[src/rtl/inverse_leaky_relu.sv]
// Streaming inverse Leaky ReLU: x = y for y >= 0, x = y * 2^SHIFT for y < 0, clamped
// to the most negative code. Two-stage valid/ready pipeline with a saturation counter.
module inverse_leaky_relu #(
  parameter int unsigned DATA_WIDTH = 16,
  parameter int unsigned FRAC_WIDTH = 8,
  parameter int unsigned SHIFT      = 7,
  parameter int unsigned CNT_WIDTH  = 16
) (
  input  logic                  clk,
  input  logic                  rst,
  input  logic [DATA_WIDTH-1:0] y_in,
  input  logic                  valid_in,
  output logic                  ready_in,
  output logic [DATA_WIDTH-1:0] x_out,
  output logic                  valid_out,
  input  logic                  ready_out,
  output logic                  sat_out,
  input  logic                  sat_clr,
  output logic [CNT_WIDTH-1:0]  sat_count
);

  if (SHIFT < 1 || SHIFT >= DATA_WIDTH || FRAC_WIDTH > DATA_WIDTH) begin : g_param_check
    $error("inverse_leaky_relu: unsupported SHIFT/FRAC_WIDTH for DATA_WIDTH");
  end

  localparam logic [DATA_WIDTH-1:0] X_MIN = {1'b1, {(DATA_WIDTH-1){1'b0}}};

  logic [DATA_WIDTH-1:0] y_q;
  logic                  sign_q;
  logic                  ovf_q;
  logic                  s1_valid_q;

  logic [DATA_WIDTH-1:0] x_q, x_d;
  logic                  sat_q, sat_d;
  logic                  valid_out_q;

  logic [CNT_WIDTH-1:0]  cnt_q, cnt_d;
  logic                  en;

  // Depends only on registered state and ready_out, never on valid_in.
  assign en       = !valid_out_q || ready_out;
  assign ready_in = en;

  always_ff @(posedge clk or posedge rst) begin
    if (rst) begin
      y_q        <= '0;
      sign_q     <= 1'b0;
      ovf_q      <= 1'b0;
      s1_valid_q <= 1'b0;
    end else if (en) begin
      y_q        <= y_in;
      sign_q     <= y_in[DATA_WIDTH-1];
      ovf_q      <= (y_in[DATA_WIDTH-1 -: SHIFT+1] != '1);
      s1_valid_q <= valid_in;
    end
  end

  // Without overflow the discarded top SHIFT bits of the wide product are pure sign
  // copies, so keeping only the low DATA_WIDTH bits of {y, zeros} is exact.
  always_comb begin
    x_d   = y_q;
    sat_d = 1'b0;
    if (sign_q) begin
      if (ovf_q) begin
        x_d   = X_MIN;
        sat_d = s1_valid_q;
      end else begin
        x_d = {y_q[DATA_WIDTH-1-SHIFT:0], {SHIFT{1'b0}}};
      end
    end
  end

  always_ff @(posedge clk or posedge rst) begin
    if (rst) begin
      x_q         <= '0;
      sat_q       <= 1'b0;
      valid_out_q <= 1'b0;
    end else if (en) begin
      x_q         <= x_d;
      sat_q       <= sat_d;
      valid_out_q <= s1_valid_q;
    end
  end

  always_comb begin
    cnt_d = cnt_q;
    if (sat_clr) begin
      cnt_d = '0;
    end else if (valid_out_q && ready_out && sat_q && (cnt_q != '1)) begin
      cnt_d = cnt_q + 1'b1;
    end
  end

  always_ff @(posedge clk or posedge rst) begin
    if (rst) begin
      cnt_q <= '0;
    end else begin
      cnt_q <= cnt_d;
    end
  end

  assign x_out     = x_q;
  assign sat_out   = sat_q;
  assign valid_out = valid_out_q;
  assign sat_count = cnt_q;

endmodule

[config.mk]
export PLATFORM = sky130hd
export DESIGN_NAME = inverse_leaky_relu
export DESIGN_NICKNAME = d
export VERILOG_FILES = /design/src/rtl/inverse_leaky_relu.sv
export SDC_FILE = /design/constraint.sdc
export NUM_CORES = 1
export LEC_CHECK = 0
export ABC_AREA = 1
export ABC_CLOCK_PERIOD_IN_PS = 2000
export BUFFER_PORTS_ARGS = -buffer_cell sky130_fd_sc_hd__buf_4
export CORE_ASPECT_RATIO = 0.75
export CORE_MARGIN = 2
export CORE_UTILIZATION = 45
export DETAILED_ROUTE_END_ITERATION = 6
export GPL_ROUTABILITY_DRIVEN = 0
export GPL_TIMING_DRIVEN = 0
export PLACE_DENSITY = 0.66
export SLEW_MARGIN = 20
export SYNTH_ARGS = -nofsm -noshare
export SYNTH_HDL_FRONTEND = slang
export SYNTH_SLANG_ARGS = --single-unit
[constraint.sdc]
create_clock -name clk -period 2 [get_ports clk]
set_input_delay 0.1 -clock clk [delete_from_list [all_inputs] [get_ports clk]]
set_output_delay 0.1 -clock clk [all_outputs]
set_load 0.05 [all_outputs]
==> flow_summary.json, run 1 <==
{
  "grt_max_degree": 32,
  "ios": 56,
  "grt_pass1_wl_um": 9670,
  "clk_path_buf_depth": 2,
  "fp.dieH_um": 68.2,
  "fin_skew_ns": 0.00613,
  "power_frac_comb": 0.259,
  "fmax_ghz": 0.585,
  "wl_um": 6040,
  "clk_pin_slew_ns": 0.10,
  "dieArea_um2": 6100,
  "vias_per_cell": 4.98,
  "grt.overflow.total": 0,
  "stdcell_area_um2": 3220,
  "p_leak_nw": 1.60,
  "cap_viol_max_count": 0,
  "layout-drive-gt1-share": 0.213,
  "status": "finished, final reports clean",
  "die_x_um": 89.5,
  "layout_commonest_cell": "nand2_1",
  "wl_per_cell_um": 13.5,
  "swShare": 0.333,
  "synth_top_area_share": 0.527,
  "synth_ff_type": "dfrtp_1",
  "vias": 2221,
  "num-fill-cells": 488,
  "p_int_mw": 1.79,
  "power-per-cell-area_nw_per_um2": 832,
  "clkPwrFrac": 0.285,
  "antennaDiodeCount": 0,
  "dpl_cell_area_um2": 3000,
  "slew_violations": 0,
  "hp-class": "in2reg",
  "critPathArrivalTime_ns": 1.95,
  "ir_worst_vdd_mv": 0.399,
  "htree_levels": 2,
  "start_util": 0.464,
  "synth-seq-cells": 52,
  "tritoncts": "yes",
  "tritoncts_num_sinks": 52,
  "postCtsSetupBuffers": 0,
  "netSwitchingPower_uw": 891,
  "grt_util_all_layers": 0.212,
  "port_buffers": 55,
  "max_slew.worst_pin.slew_ns": 0.520,
  "synthArstFlopShare": 1.00,
  "core_um2": 5320,
  "final_cells": 446,
  "finalSetupViolations": 0,
  "drc": 0,
  "ys_seq_area_frac": 0.527,
  "layout_common_cells": "94 x nand2_1, 55 x buf_4, 52 x dfrtp_1",
  "pre_cts_slack_ns": 0.318,
  "grt_pass1_vias": 2015,
  "dpl.hpwl_um": 4290,
  "synth-edff-count": 0,
  "clock_latency_ns": 0.30,
  "numCtsBuffers": 5,
  "setup.worst_path.end_class": "flip-flop",
  "setup.worst_path.class": "reg2reg",
  "cts-root-buf": "clkbuf_8",
  "grt_antenna_before_repair": 0,
  "hold_violations": 0,
  "cts_resized": 0,
  "synth_nets": 319,
  "fp-row-count": 23,
  "avgSynthCellArea_um2": 8.32,
  "path_max_fanout": 10,
  "fin_ws_ns": 0.290,
  "hp-start": "y_in[1]",
  "placed_cells": 428,
  "startpoint_type": "flip-flop",
  "startpoint": "sat_count[1]",
  "fin_crit_ns": 1.71,
  "synthCells": 297,
  "yosysWarnings": 0,
  "yosysTopAreaCell": "dfrtp_1",
  "r2r_start": "sat_count[1]",
  "drt_iter0_drc": 161,
  "first_pass_iters": 4,
  "cp.required_ns": 2.24,
  "relSlewSlack": 0.654,
  "seqPwrFrac": 0.456,
  "ant_nets": 0,
  "ys_types": 28,
  "rsz0062_at_grt": "false",
  "syn_to_final_growth_pct": 30.3,
  "num-nets-final": 392,
  "fin_crit_sh": 0.855,
  "syn_area_um2": 2470,
  "synth_area_leaders": "dfrtp_1 53%, nand2_1 14%, inv_1 4.1%"
}
state kept, by name, indices dropped and copies added, names as in the netlist:
signal	flops
s1_valid_q	1
valid_out	1
x_out	16
ovf_q	1
sat_out	1
sat_count	16
y_q	16
layer usage:
| metal | part of all wire | wire (um) | vias to the layer above | track usage |
|---|---|---|---|---|
| met1 | 0.50 | 3010 | 1035 | 0.329 |
| met4 | 0.0088 | 53 | 0 | 0.0560 |
| met2 | 0.43 | 2610 | 70 | 0.306 |
| li1 | - | - | 1110 | - |
| met3 | 0.060 | 364 | 6 | 0.0338 |
| met5 | 0 | 0 | - | 0 |
repair_timing:
action	in CTS	in global routing
hold buffers	8	2
setup endpoints to repair	0	0
hold endpoints to repair	28	2
power by group through the flow:
| stage | registers [mW] | logic [mW] | clock network, mW |
|---|---|---|---|
| floorplan | 1.48 | 0.212 | 0 |
| global placement | 1.24 | 0.669 | 0 |
| detailed placement | 1.24 | 0.681 | 0 |
| CTS | 1.22 | 0.694 | 0.782 |
| global route | 1.24 | 0.752 | 0.828 |
| finish | 1.22 | 0.694 | 0.763 |
synth_stat cells (2+ instances only):
master,number
buf_2,2
or2_2,2
clkbuf_1,8
xor2_1,3
nor2_1,24
dfrtp_1,52
nand3_1,14
a31oi_1,4
inv_1,27
o31ai_1,7
nand4_1,11
o21ai_0,19
nor2_4,4
o21a_1,5
nand2_2,3
or2_0,3
nand2_1,94
o221ai_1,5
metrics by stage:
| step | setup TNS [ns] | power [mW] | utilization | hold slack [ns] |
|---|---|---|---|---|
| after global routing | 0 | 2.82 | 0.604 | 0.00373 |
| after floorplan | 0 | 1.69 | - | 0.210 |
| after global placement | -1.93 | 1.91 | 0.559 | 0.308 |
| final | 0 | 2.68 | 0.604 | 0.00520 |
| after CTS | 0 | 2.70 | 0.601 | 0.000377 |
| after detailed placement | 0 | 1.92 | 0.563 | 0.158 |
path summary, 6_finish.rpt:
kind	to	slack, ns	depth (start not counted)
worst max-delay path	sat_count[8]	0.29	9
worst min-delay path	y_q[1]	0.005	3
worst max register to register	sat_count[8]	0.29	9
worst min register to register	x_out[3]	0.49	2
max in group asynchronous	x_out[15]	1.08	4
min in group asynchronous	x_out[6]	0.38	3
layout make-up:
class / instances / area [um2] / share of cell area
Buffer: 12 / 55.1 / 0.0171
Clock buffer: 6 / 82.6 / 0.0257
Clock inverter: 2 / 38.8 / 0.0121
Inverter: 29 / 109 / 0.0338
Multi-Input combinational cell: 204 / 1000 / 0.312
Sequential cell: 52 / 1300 / 0.404
Tap cell: 75 / 93.8 / 0.0292
Timing Repair Buffer: 66 / 533 / 0.166
critical path: stages (launching register included):
cell and delay [ns]:
dfrtp_1 0.43, ha_1 0.23, nand3_2 0.11, inv_1 0.06, nand2_2 0.10, nor2_4 0.06, nor2_4 0.18, buf_2 0.27
nand4_1 0.11, nand2_1 0.09
cell families (layout without fill, tap and decap cells):
group                      Yosys count  after routing  share of synthesized area
AOI/OAI and AO/OA                   42             42                      0.108
xor gates and xnor gates             3              3                     0.0106
adders and majority gates            1              1                    0.00507
buffers and inverters               41            115                     0.0664
DFF                                 52             52                      0.527
and+or+nand+nor                    158            158                      0.283
Power figures use the tool's default switching activity.
==> run 2, diff against run 1 <==
--- a/config.mk
+++ b/config.mk
@@ -6,7 +6,7 @@
 export NUM_CORES = 1
 export LEC_CHECK = 0
 export ABC_AREA = 1
-export ABC_CLOCK_PERIOD_IN_PS = 2000
+export ABC_CLOCK_PERIOD_IN_PS = 1650
 export BUFFER_PORTS_ARGS = -buffer_cell sky130_fd_sc_hd__buf_4
 export CORE_ASPECT_RATIO = 0.75
 export CORE_MARGIN = 2
==> constraint.sdc (replaced) <==
create_clock -name clk -period 1.65 [get_ports clk]
set_input_delay 0.0825 -clock clk [delete_from_list [all_inputs] [get_ports clk]]
set_output_delay 0.0825 -clock clk [all_outputs]
set_load 0.05 [all_outputs]
==> flow_summary.json, run 2 (synthesis results as in run 1) <==
{
  "status": "finished, final reports clean",
  "grt_antenna_before_repair": 0,
  "port_buffers": 55,
  "p_leak_nw": 1.64,
  "numCtsBuffers": 5,
  "reg2regPathDepth": 10,
  "regArea_um2": 1310,
  "fmax_ghz": 0.649,
  "p_int_mw": 2.04,
  "startpoint_type": "flip-flop",
  "fin_util": 0.625,
  "power-per-cell-area_nw_per_um2": 940,
  "dieArea_um2": 6100,
  "layout_commonest_cell": "nand2_1",
  "setup.worst_path.end_class": "flip-flop",
  "ir_worst_vdd_mv": 0.594,
  "num-nets-final": 402,
  "vias_per_cell": 5.03,
  "timing.hold.ws_ns": 0.00680,
  "cp_slowest_cell": "dfrtp_2",
  "startpoint": "sat_count[1]",
  "ios": 56,
  "fp-row-count": 23,
  "wl_per_cell_um": 13.7,
  "hp-class": "in2reg",
  "grt_pass1_wl_um": 10400,
  "netSwitchingPower_mw": 1.09,
  "tritoncts": "yes",
  "critPathTopFamily": "simple AND/OR/NAND/NOR gates",
  "fin_skew_ns": 0.0125,
  "r2r_start": "sat_count[1]",
  "path_cells": "ha_4 -> nand3_4 -> inv_2 -> nand2_4 -> nor2_4 -> nor2_4 -> nor2_4 -> buf_4 -> nand2_1 -> nand2_1",
  "syn_to_final_growth_pct": 34.8,
  "tritoncts_num_sinks": 52,
  "cts-root-buf": "clkbuf_8",
  "path_max_fanout": 5,
  "drt_iter0_drc": 159,
  "finalSetupViolations": 0,
  "die_x_um": 89.5,
  "power_frac_comb": 0.278,
  "grt_max_degree": 28,
  "rsz0062_at_grt": "true",
  "cpMostUsedCell": "nor2_4",
  "dpl.hpwl_um": 4320,
  "clk_path_buf_depth": 2,
  "hp-start": "y_in[9]",
  "start_util": 0.464,
  "core_um2": 5320,
  "fin_crit_sh": 0.934,
  "layout-drive-gt1-share": 0.252,
  "swShare": 0.349,
  "critPathArrivalTime_ns": 1.75,
  "worst-path-stages": 10,
  "fin_crit_ns": 1.54,
  "htree_levels": 2,
  "cap_viol_max_count": 0,
  "seqPwrFrac": 0.474,
  "critPathBufInv": 2,
  "antennaDiodeCount": 0,
  "whs_path_depth": 3,
  "num-fill-cells": 465,
  "clock_latency_ns": 0.31,
  "fin_tns_setup_ns": 0,
  "max_slew.worst_pin.slew_ns": 0.585,
  "first_pass_iters": 4,
  "setup.worst_path.class": "reg2reg",
  "clkPwrFrac": 0.248,
  "pre_cts_slack_ns": -0.00544,
  "layout_common_cells": "94 x nand2_1, 59 x buf_4, 42 x dfrtp_1",
  "drc": 0,
  "clk_pin_slew_ns": 0.10,
  "cpPeakStageDelay_ns": 0.46,
  "grt_pass1_vias": 2179,
  "slew_violations": 0,
  "ant_nets": 0,
  "grt.overflow.total": 0,
  "fp.dieH_um": 68.2,
  "wl_um": 6230,
  "grt_util_all_layers": 0.224,
  "vias": 2295,
  "multi_input_area_um2": 1030,
  "hold_violations": 0,
  "cp.required_ns": 1.86,
  "relSlewSlack": 0.610,
  "fin_ws_ns": 0.108
}
[run 2: through the flow]
step / total power [mW] / instances / area [um2]
after CTS: 3.13 / 452 / 3280
final: 3.13 / 456 / 3330
after global routing: 3.28 / 456 / 3330
after global placement: 2.32 / 427 / 3000
after floorplan: 2.05 / 297 / 2490
after detailed placement: 2.34 / 428 / 3020
[run 2: cell type report]
type	count	share of cell area
Tap cell	75	0.0282
Clock buffer	7	0.0259
Clock inverter	1	0.00263
Inverter	29	0.0327
Timing Repair Buffer	76	0.187
Multi-Input combinational cell	204	0.309
Sequential cell	52	0.395
Buffer	12	0.0192
[run 2: worst paths after layout]
check	end	slack (ns)
worst min-delay path	y_q[9]	0.007
worst max register to register	sat_count[3]	0.11
worst max-delay path	sat_count[3]	0.11
max in group asynchronous	sat_count[12]	0.69
min in group asynchronous	x_out[3]	0.39
worst min register to register	x_out[2]	0.49
[run 2: power groups by stage]
stage / clock network, mW / logic, mW / registers [mW]
4_1_cts: 0.786 / 0.862 / 1.48
2_1_floorplan: 0 / 0.258 / 1.79
5_1_grt: 0.843 / 0.938 / 1.50
3_3_place_gp: 0 / 0.816 / 1.51
3_5_place_dp: 0 / 0.829 / 1.51
6_report: 0.777 / 0.870 / 1.48
[run 2: worst register-to-register path: stages, from the launching register on]
cell,delay (ns)
dfrtp_2,0.46
ha_4,0.19
nand3_4,0.10
inv_2,0.05
nand2_4,0.07
nor2_4,0.04
nor2_4,0.19
nor2_4,0.08
buf_4,0.16
nand2_1,0.05
nand2_1,0.05
[run 2: routing by layer]
layer,up-vias,global-route usage,share of wire
met5,-,0,0
met4,0,0.0728,0.013
met3,7,0.0386,0.043
met2,59,0.335,0.42
met1,1101,0.330,0.52
li1,1128,-,-
[run 2: repair_timing]
item	in CTS	in global routing
endpoints found under the hold margin	40	0
pin swaps	0	3
hold buffers	16	0
resized for setup	1	9
gates cloned	0	1
setup endpoints to repair	10	23
setup buffers	0	3
